==> src/rtl/uart_rx_core.sv <==
// UART receive core: 2-flop synchronized, mid-bit sampled 8N2 (configurable) deframer with a
// valid/ready byte port. Define UART_RX_PARITY_EN to add a parity bit after the data bits.
module uart_rx_core #(
    parameter int unsigned BAUD_2_CLOCK_RATIO = 1250,
    parameter int unsigned UART_DATA_BITS     = 8,
    parameter int unsigned UART_STOP_BITS     = 2
`ifdef UART_RX_PARITY_EN
    ,
    parameter bit          UART_PARITY_ODD    = 1'b0
`endif
) (
    input  logic                      clk,
    input  logic                      rst_n,
    input  logic                      rx,
    output logic [UART_DATA_BITS-1:0] dout,
    output logic                      dout_valid,
    input  logic                      dout_ready,
    output logic                      frame_err,
    output logic                      overrun,
    output logic                      parity_err,
    output logic                      busy
);

    localparam int unsigned CntW = $clog2(BAUD_2_CLOCK_RATIO);
    localparam int unsigned BitW = $clog2(UART_DATA_BITS);

    localparam logic [CntW-1:0] CntReload = CntW'(BAUD_2_CLOCK_RATIO - 1);
    localparam logic [CntW-1:0] CntHalf   = CntW'(BAUD_2_CLOCK_RATIO / 2 - 1);
    localparam logic [BitW-1:0] LastBit   = BitW'(UART_DATA_BITS - 1);
    localparam logic            LastStop  = 1'(UART_STOP_BITS - 1);

    typedef enum logic [2:0] {
        StIdle,
        StStart,
        StData,
        StParity,
        StStop,
        StBreak
    } state_e;

    state_e                    state_q, state_d;
    logic                      rx_meta_q, rx_s_q, rx_prev_q;
    logic [CntW-1:0]           cnt_q, cnt_d;
    logic [BitW-1:0]           bit_idx_q, bit_idx_d;
    logic                      stop_idx_q, stop_idx_d;
    logic [UART_DATA_BITS-1:0] shift_q, shift_d;
    logic [UART_DATA_BITS-1:0] dout_q, dout_d;
    logic                      valid_q, valid_d;
    logic                      frame_err_q, frame_err_d;
    logic                      overrun_q, overrun_d;
    logic                      strobe, fall, deliver;

    // Synchronizer and edge-detect flops idle high so reset never looks like a start edge.
    always_ff @(posedge clk or negedge rst_n) begin
        if (!rst_n) begin
            rx_meta_q <= 1'b1;
            rx_s_q    <= 1'b1;
            rx_prev_q <= 1'b1;
        end else begin
            rx_meta_q <= rx;
            rx_s_q    <= rx_meta_q;
            rx_prev_q <= rx_s_q;
        end
    end

    assign fall   = rx_prev_q & ~rx_s_q;
    assign strobe = (state_q != StIdle) && (cnt_q == '0);

`ifdef UART_RX_PARITY_EN
    logic par_bad_q, par_bad_d;
    logic parity_err_q, parity_err_d;
`endif

    always_comb begin
        state_d     = state_q;
        cnt_d       = cnt_q;
        bit_idx_d   = bit_idx_q;
        stop_idx_d  = stop_idx_q;
        shift_d     = shift_q;
        deliver     = 1'b0;
        frame_err_d = 1'b0;
`ifdef UART_RX_PARITY_EN
        par_bad_d   = par_bad_q;
`endif

        if (state_q != StIdle) begin
            cnt_d = strobe ? CntReload : cnt_q - 1'b1;
        end

        case (state_q)
            StIdle: begin
                if (fall) begin
                    state_d = StStart;
                    cnt_d   = CntHalf;
                end
            end
            StStart: begin
                if (strobe) begin
                    // A start bit that is high again at mid-bit was a glitch.
                    if (rx_s_q) begin
                        state_d = StIdle;
                    end else begin
                        state_d   = StData;
                        bit_idx_d = '0;
                    end
                end
            end
            StData: begin
                if (strobe) begin
                    shift_d   = {rx_s_q, shift_q[UART_DATA_BITS-1:1]};
                    bit_idx_d = bit_idx_q + 1'b1;
                    if (bit_idx_q == LastBit) begin
                        stop_idx_d = 1'b0;
`ifdef UART_RX_PARITY_EN
                        state_d    = StParity;
`else
                        state_d    = StStop;
`endif
                    end
                end
            end
            StParity: begin
`ifdef UART_RX_PARITY_EN
                if (strobe) begin
                    par_bad_d = (^shift_q) ^ rx_s_q ^ UART_PARITY_ODD;
                    state_d   = StStop;
                end
`else
                state_d = StIdle;
`endif
            end
            StStop: begin
                if (strobe) begin
                    if (!rx_s_q) begin
                        frame_err_d = 1'b1;
                        state_d     = StBreak;
                    end else if (stop_idx_q == LastStop) begin
                        deliver = 1'b1;
                        state_d = StIdle;
                    end else begin
                        stop_idx_d = stop_idx_q + 1'b1;
                    end
                end
            end
            StBreak: begin
                if (rx_s_q) begin
                    state_d = StIdle;
                end
            end
            default: state_d = StIdle;
        endcase
    end

    // Holding register: a delivery coinciding with an accept replaces the byte in place.
    always_comb begin
        dout_d    = dout_q;
        valid_d   = valid_q;
        overrun_d = 1'b0;
        if (deliver) begin
            if (!valid_q || dout_ready) begin
                dout_d  = shift_q;
                valid_d = 1'b1;
            end else begin
                overrun_d = 1'b1;
            end
        end else if (valid_q && dout_ready) begin
            valid_d = 1'b0;
        end
    end

    always_ff @(posedge clk or negedge rst_n) begin
        if (!rst_n) begin
            state_q     <= StIdle;
            cnt_q       <= '0;
            bit_idx_q   <= '0;
            stop_idx_q  <= 1'b0;
            shift_q     <= '0;
            dout_q      <= '0;
            valid_q     <= 1'b0;
            frame_err_q <= 1'b0;
            overrun_q   <= 1'b0;
        end else begin
            state_q     <= state_d;
            cnt_q       <= cnt_d;
            bit_idx_q   <= bit_idx_d;
            stop_idx_q  <= stop_idx_d;
            shift_q     <= shift_d;
            dout_q      <= dout_d;
            valid_q     <= valid_d;
            frame_err_q <= frame_err_d;
            overrun_q   <= overrun_d;
        end
    end

`ifdef UART_RX_PARITY_EN
    // A parity error still delivers the byte; the flag accompanies the delivery cycle.
    assign parity_err_d = deliver & par_bad_q;

    always_ff @(posedge clk or negedge rst_n) begin
        if (!rst_n) begin
            par_bad_q    <= 1'b0;
            parity_err_q <= 1'b0;
        end else begin
            par_bad_q    <= par_bad_d;
            parity_err_q <= parity_err_d;
        end
    end

    assign parity_err = parity_err_q;
`else
    assign parity_err = 1'b0;
`endif

    assign dout       = dout_q;
    assign dout_valid = valid_q;
    assign frame_err  = frame_err_q;
    assign overrun    = overrun_q;
    assign busy       = (state_q != StIdle);

endmodule

==> config.mk <==
export PLATFORM = sky130hd
export DESIGN_NAME = uart_rx_core
export DESIGN_NICKNAME = d
export VERILOG_FILES = /design/src/rtl/uart_rx_core.sv
export SDC_FILE = /design/constraint.sdc
export NUM_CORES = 1
export LEC_CHECK = 0
export ABC_CLOCK_PERIOD_IN_PS = 2950
export CAP_MARGIN = 10
export CORE_UTILIZATION = 30
export CTS_CLUSTER_SIZE = 25
export DETAILED_ROUTE_END_ITERATION = 6
export PLACE_DENSITY = 0.59
export SYNTH_ARGS = -nofsm -noshare
export SYNTH_HDL_FRONTEND = slang
export SYNTH_SLANG_ARGS = --single-unit
==> constraint.sdc <==
create_clock -name clk -period 2.95 [get_ports clk]
set_clock_uncertainty 0.15 [all_clocks]
set_input_delay 0.59 -clock clk [delete_from_list [all_inputs] [get_ports clk]]
set_output_delay 0.59 -clock clk [all_outputs]
set_load 0.02 [all_outputs]
==> results of run 1 <==
power breakdown:
group          leakage, nW  switching [mW]  internal [mW]  total, mW
Sequential           0.519          0.0680          0.612      0.680
Combinational        0.414           0.158          0.114      0.272
Clock               0.0434           0.193          0.189      0.382
cell type report:
class	instances	area, um^2
Multi-Input combinational cell	116	788
Clock inverter	2	15.0
Tap cell	75	93.8
Fill cell	588	3770
Sequential cell	40	1000
Inverter	4	15.0
Clock buffer	6	82.6
Timing Repair Buffer	16	153
cells by family (layout without fill, tap and decap cells):
family,count (synthesis),in the layout,synth area share (%)
and+or+nand+nor,76,76,23.4
DFF,40,40,54.3
AOI/OAI and AO/OA,20,20,7.77
buffers and inverters,11,28,3.18
muxes,10,10,6.08
xor gates and xnor gates,5,5,2.37
adders and majority gates,4,4,2.70
other,1,1,0.203
critical path: stages (launching register included):
cell and delay (ns):
dfrtp_1 0.46, nor3_1 0.26, inv_1 0.17, clkdlybuf4s50_1 0.58
Yosys cell counts (all sizes together), types with 3 or more instances:
cell | number | share of area [%]
dfrtp | 37 | 50
o31ai | 4 | 1.6
nor2 | 9 | 1.8
or3 | 4 | 1.4
dfstp | 3 | 4.3
xnor2 | 3 | 1.4
a21oi | 5 | 1.4
inv | 4 | 0.81
nor3 | 8 | 2.8
buf | 7 | 2.4
ha | 4 | 2.7
nand3 | 5 | 2.0
nand2 | 33 | 6.7
nor4 | 3 | 2.6
mux2 | 10 | 6.1
stage by stage:
step	cells	power, mW	hold WS (ns)	setup slack [ns]
detailed placement	251	0.961	0.198	0.705
CTS	259	1.35	0.209	0.438
global placement	251	0.960	0.197	0.720
finish	259	1.33	0.208	0.446
global route	259	1.42	0.214	0.254
floorplan	167	0.888	0.144	0.856
layer usage:
| metal | up-vias | share of wire [%] |
|---|---|---|
| met5 | - | 0 |
| met4 | 0 | 1.4 |
| met2 | 21 | 45 |
| met1 | 600 | 51 |
| li1 | 615 | - |
| met3 | 5 | 3.1 |
state kept, by name, summed over array words and instances (netlist names):
signal      flops
bit_idx_q       3
cnt_q          11
dout            8
dout_valid      1
frame_err       1
overrun         1
rx_meta_q       1
rx_prev_q       1
rx_s_q          1
shift_q         8
state_q         3
stop_idx_q      1
path summary, 6_finish.rpt:
| check | end | startpoint | cells after the start | slack [ns] |
|---|---|---|---|---|
| worst max-delay path | busy | state_q[1]$_DFFE_PN0P_ | 3 | 0.45 |
| worst min-delay path | rx_s_q$_DFF_PN1_ | rx_meta_q$_DFF_PN1_ | 0 | 0.21 |
| worst max register to register | shift_q[2]$_DFFE_PN0P_ | cnt_q[0]$_DFF_PN0_ | 6 | 0.69 |
| worst min register to register | rx_s_q$_DFF_PN1_ | rx_meta_q$_DFF_PN1_ | 0 | 0.21 |
| max in group asynchronous | cnt_q[5]$_DFF_PN0_ | rst_n | 1 | 1.85 |
| min in group asynchronous | shift_q[5]$_DFFE_PN0P_ | rst_n | 1 | 0.25 |
==> results.py, run 1 <==
metrics = {
    "status": {
        "run_status": "finished clean",
    },
    "timing": {
        "post-route-min-period_ns": 2.50,
        "finalHoldViolCount": 0,
        "finalCritPeriodShare_pct": 84.9,
        "max_clock_freq_mhz": 399,
        "worstMarginPinSlew_ns": 0.862,
        "maxSlewHeadroom_pct": 42.5,
        "tns_ns": 0,
        "slew_viol_final": 0,
        "setup_viol": 0,
        "rsz0062_at_grt": "no",
    },
    "finish": {
        "final_common_cell": "dfrtp_1",
        "layout-drive-gt1-share_pct": 17.9,
        "utilization_pct": 36.3,
        "fin_area_mm2": 0.00215,
        "antenna_cells": 0,
        "final_cell_mix": "dfrtp_1 (37), nand2_1 (33), clkdlybuf4s50_1 (14), mux2_2 (10), nor2_1 (9)",
        "syn_to_final_growth_pct": 16.2,
        "nets": 191,
    },
    "clock_network": {
        "ctsHoldBuffers": 0,
        "clock-sinks": 40,
        "numCtsBuffers": 5,
        "cts_max_level": 2,
        "cts_resized": 0,
        "clockBufferDepth": 2,
        "clockRootBuffer": "clkbuf_8",
        "cts_setup_buffers": 0,
        "tritoncts": "built",
        "cts.clk_slew.worst_paths_ns": 0.08,
        "clk_latency_ns": 0.29,
    },
    "synthesis": {
        "netlist_area_mm2": 0.00185,
        "ys_warn_count": 0,
        "synth.distinct_cells": 40,
        "synth_edf_count": 0,
        "syn_inst": 167,
        "async_flop_share_pct": 100,
        "synth_ff_type": "dfrtp_1",
        "seq_area_frac_synth_pct": 54.3,
        "synth.net_count": 175,
        "yosys_register_bits": 40,
        "avgSynthCellArea_um2": 11.1,
    },
    "global_routing": {
        "grt_pass1_vias": 1099,
        "grt_usage_pct": 11.2,
        "grtUsageMet3_pct": 3.41,
        "overflow": 0,
        "grt_start_max_net_pins": 41,
        "grt_pass1_wl_um": 5450,
        "grt_busiest_layer": "met2",
        "antenna_found_initial": 0,
        "grt_util_met1_pct": 15.8,
        "grt_util_met2_pct": 16.1,
    },
    "drt": {
        "final_antenna_net_count": 0,
        "drcViolationCount": 0,
        "drt_iter0_drc": 93,
        "vias_per_cell": 4.79,
        "routedWlPerCell_um": 12.6,
        "totalWireLength_um": 3260,
        "vias": 1241,
        "dr.pass1.iters": 4,
    },
    "floorplan": {
        "die_x_um": 80.6,
        "fp.dieH_um": 80.6,
        "die-area_mm2": 0.00649,
        "coreArea_mm2": 0.00592,
        "start_util_pct": 31.3,
        "core.rowCount": 28,
        "boundaryPins": 17,
    },
    "worst_setup_path": {
        "cp.arrival_ns": 1.76,
        "worstSetupEndpointType": "output pin",
        "critical_path_class": "flip-flop to output pin",
        "required_ns": 2.21,
        "cp-start-kind": "flip-flop",
        "cp_max_fo": 9,
    },
    "power": {
        "power.static_leakage_nw": 0.976,
        "ir_worst_vdd_mv": 0.179,
        "p_per_area_mw_per_mm2": 620,
    },
    "place": {
        "port_buffers": 15,
        "place_congestion": 0.817,
        "dpl.hpwl_um": 2320,
        "placed_cell_area_mm2": 0.00205,
    },
    "min_path": {
        "hold_path.class": "flip-flop to flip-flop",
    },
    "flow_run": {
        "drv_cap": 0,
    },
}
Note: power is estimated with default switching activity, not from simulation.
==> run 2, diff against run 1 <==
--- a/config.mk
+++ b/config.mk
@@ -5,7 +5,7 @@
 export SDC_FILE = /design/constraint.sdc
 export NUM_CORES = 1
 export LEC_CHECK = 0
-export ABC_CLOCK_PERIOD_IN_PS = 2950
+export ABC_CLOCK_PERIOD_IN_PS = 2600
 export CAP_MARGIN = 10
 export CORE_UTILIZATION = 30
 export CTS_CLUSTER_SIZE = 25
==> constraint.sdc (replaced) <==
create_clock -name clk -period 2.6 [get_ports clk]
set_clock_uncertainty 0.15 [all_clocks]
set_input_delay 0.52 -clock clk [delete_from_list [all_inputs] [get_ports clk]]
set_output_delay 0.52 -clock clk [all_outputs]
set_load 0.02 [all_outputs]
==> results.py, run 2 (synthesized netlist as in run 1, its figures left out) <==
metrics = {
    "worst_setup_path": {
        "cp.arrival_ns": 1.70,
        "r2r_setup_slack_ns": 0.33,
        "r2r-start": "cnt_q[0]$_DFF_PN0_",
        "cp-start-kind": "flip-flop",
        "critical_path_class": "flip-flop to output pin",
        "rr_worst_depth": 6,
        "required_ns": 1.93,
        "worstSetupEndpointType": "output pin",
        "cp_max_fo": 9,
        "rr_endpoint": "shift_q[6]$_DFFE_PN0P_",
    },
    "finish": {
        "largest_reg_flops": 11,
        "syn_to_final_growth_pct": 19.0,
        "nets": 194,
        "final_common_cell": "dfrtp_1",
        "regMostFlops": "cnt_q",
        "fillerInstances": 577,
        "final_cell_mix": "dfrtp_1 (37), nand2_1 (33), clkdlybuf4s50_1 (14), mux2_2 (10), nor2_1 (9)",
        "fin_area_mm2": 0.00220,
        "layout-drive-gt1-share_pct": 19.8,
        "instances_no_fill": 262,
        "antenna_cells": 0,
    },
    "power": {
        "p_int_mw": 1.14,
        "combPwrFrac_pct": 19.5,
        "switchingPower_mw": 0.471,
        "switching_share_pct": 29.2,
        "p_seq_share_pct": 47.7,
        "p_per_area_mw_per_mm2": 732,
        "power.static_leakage_nw": 1.01,
        "ir_worst_vdd_mv": 0.278,
        "clock_power_share_pct": 32.8,
    },
    "place": {
        "placed_cells": 254,
        "place_congestion": 0.765,
        "dpl.hpwl_um": 2340,
        "placed_cell_area_mm2": 0.00208,
        "port_buffers": 15,
    },
    "floorplan": {
        "boundaryPins": 17,
        "die_x_um": 80.6,
        "start_util_pct": 31.3,
        "fp.dieH_um": 80.6,
        "die-area_mm2": 0.00649,
        "coreArea_mm2": 0.00592,
        "core.rowCount": 28,
    },
    "timing": {
        "rsz0062_at_grt": "no",
        "max_clock_freq_mhz": 422,
        "post-route-min-period_ns": 2.37,
        "setup_viol": 0,
        "finalCritPeriodShare_pct": 91.2,
        "maxSlewHeadroom_pct": 41.2,
        "slew_viol_final": 0,
        "tns_ns": 0,
        "finalHoldViolCount": 0,
        "worstMarginPinSlew_ns": 0.882,
    },
    "drt": {
        "vias": 1243,
        "drcViolationCount": 0,
        "totalWireLength_um": 3330,
        "vias_per_cell": 4.74,
        "routedWlPerCell_um": 12.7,
        "dr.pass1.iters": 4,
        "drt_iter0_drc": 67,
        "final_antenna_net_count": 0,
    },
    "clock_network": {
        "clockRootBuffer": "clkbuf_8",
        "cts_max_level": 2,
        "cts.clk_slew.worst_paths_ns": 0.08,
        "tritoncts": "built",
        "clk_latency_ns": 0.29,
        "clockBufferDepth": 2,
        "numCtsBuffers": 5,
        "clock-sinks": 40,
    },
    "min_path": {
        "hold_path.class": "input port to async pin",
    },
    "global_routing": {
        "grt_usage_pct": 11.2,
        "grt_start_max_net_pins": 41,
        "grt_pass1_vias": 1134,
        "overflow": 0,
        "grt_pass1_wl_um": 5550,
        "antenna_found_initial": 0,
    },
    "status": {
        "run_status": "finished clean",
    },
    "flow_run": {
        "drv_cap": 0,
    },
}
[run 2: cell types whose count changed in the layout (fill, tap and decap cells not counted), sizes merged]
cell	delta
clkinv	+1
buf	+3
clkinvlp	-2
bufinv	+1
[run 2: metrics by stage]
stage	utilization, %	power (mW)	hold slack (ns)	setup WS (ns)
after floorplan	-	1.01	0.0744	0.506
after global placement	35.1	1.08	0.196	0.393
after detailed placement	35.1	1.09	0.198	0.361
after CTS	37.1	1.63	0.210	0.157
after global routing	37.2	1.71	0.214	0.130
final	37.2	1.61	0.192	0.229
[run 2: cell type report]
class	instances	area [um^2]	share of cell area (%)
Sequential cell	40	1000	45.6
Multi-Input combinational cell	116	793	36.0
Timing Repair Buffer	19	175	7.95
Tap cell	75	93.8	4.26
Clock buffer	6	82.6	3.75
Clock inverter	2	38.8	1.76
Inverter	4	15.0	0.681
[run 2: worst max path at each step]
stage / start / to / depth (start not counted) / slack [ns]
after floorplan: cnt_q[0]$_DFF_PN0_ / shift_q[0]$_DFFE_PN0P_ / 7 / 0.51
after global placement: cnt_q[0]$_DFF_PN0_ / shift_q[5]$_DFFE_PN0P_ / 6 / 0.39
after detailed placement: cnt_q[0]$_DFF_PN0_ / shift_q[2]$_DFFE_PN0P_ / 6 / 0.36
after CTS: state_q[1]$_DFFE_PN0P_ / busy / 3 / 0.16
after global routing: state_q[1]$_DFFE_PN0P_ / busy / 3 / 0.13
final: state_q[1]$_DFFE_PN0P_ / busy / 3 / 0.23
[run 2: worst max-delay path: stages (launching register included)]
cell	delay, ns
dfrtp_1	0.46
nor3_2	0.23
inv_1	0.15
clkdlybuf4s50_1	0.57
[run 2: per-layer routing]
layer,vias to the layer above,wire length (um),track usage (%)
met4,0,45,3.75
met2,22,1450,16.3
met1,594,1730,15.9
met5,-,0,0
li1,622,-,-
met3,5,102,3.07
[run 2: what timing repair did]
action                     4_1_cts  5_1_grt
setup endpoints to repair        0        1
hold buffers                     0        0
buffers inserted                 0        0
resized for setup                0        1
[run 2: power by group through the flow]
stage / Sequential [mW] / Combinational (mW) / Clock [mW]
final: 0.769 / 0.315 / 0.529
after floorplan: 0.754 / 0.254 / 0
after global placement: 0.778 / 0.306 / 0
after CTS: 0.767 / 0.319 / 0.548
after detailed placement: 0.777 / 0.310 / 0
after global routing: 0.783 / 0.357 / 0.572
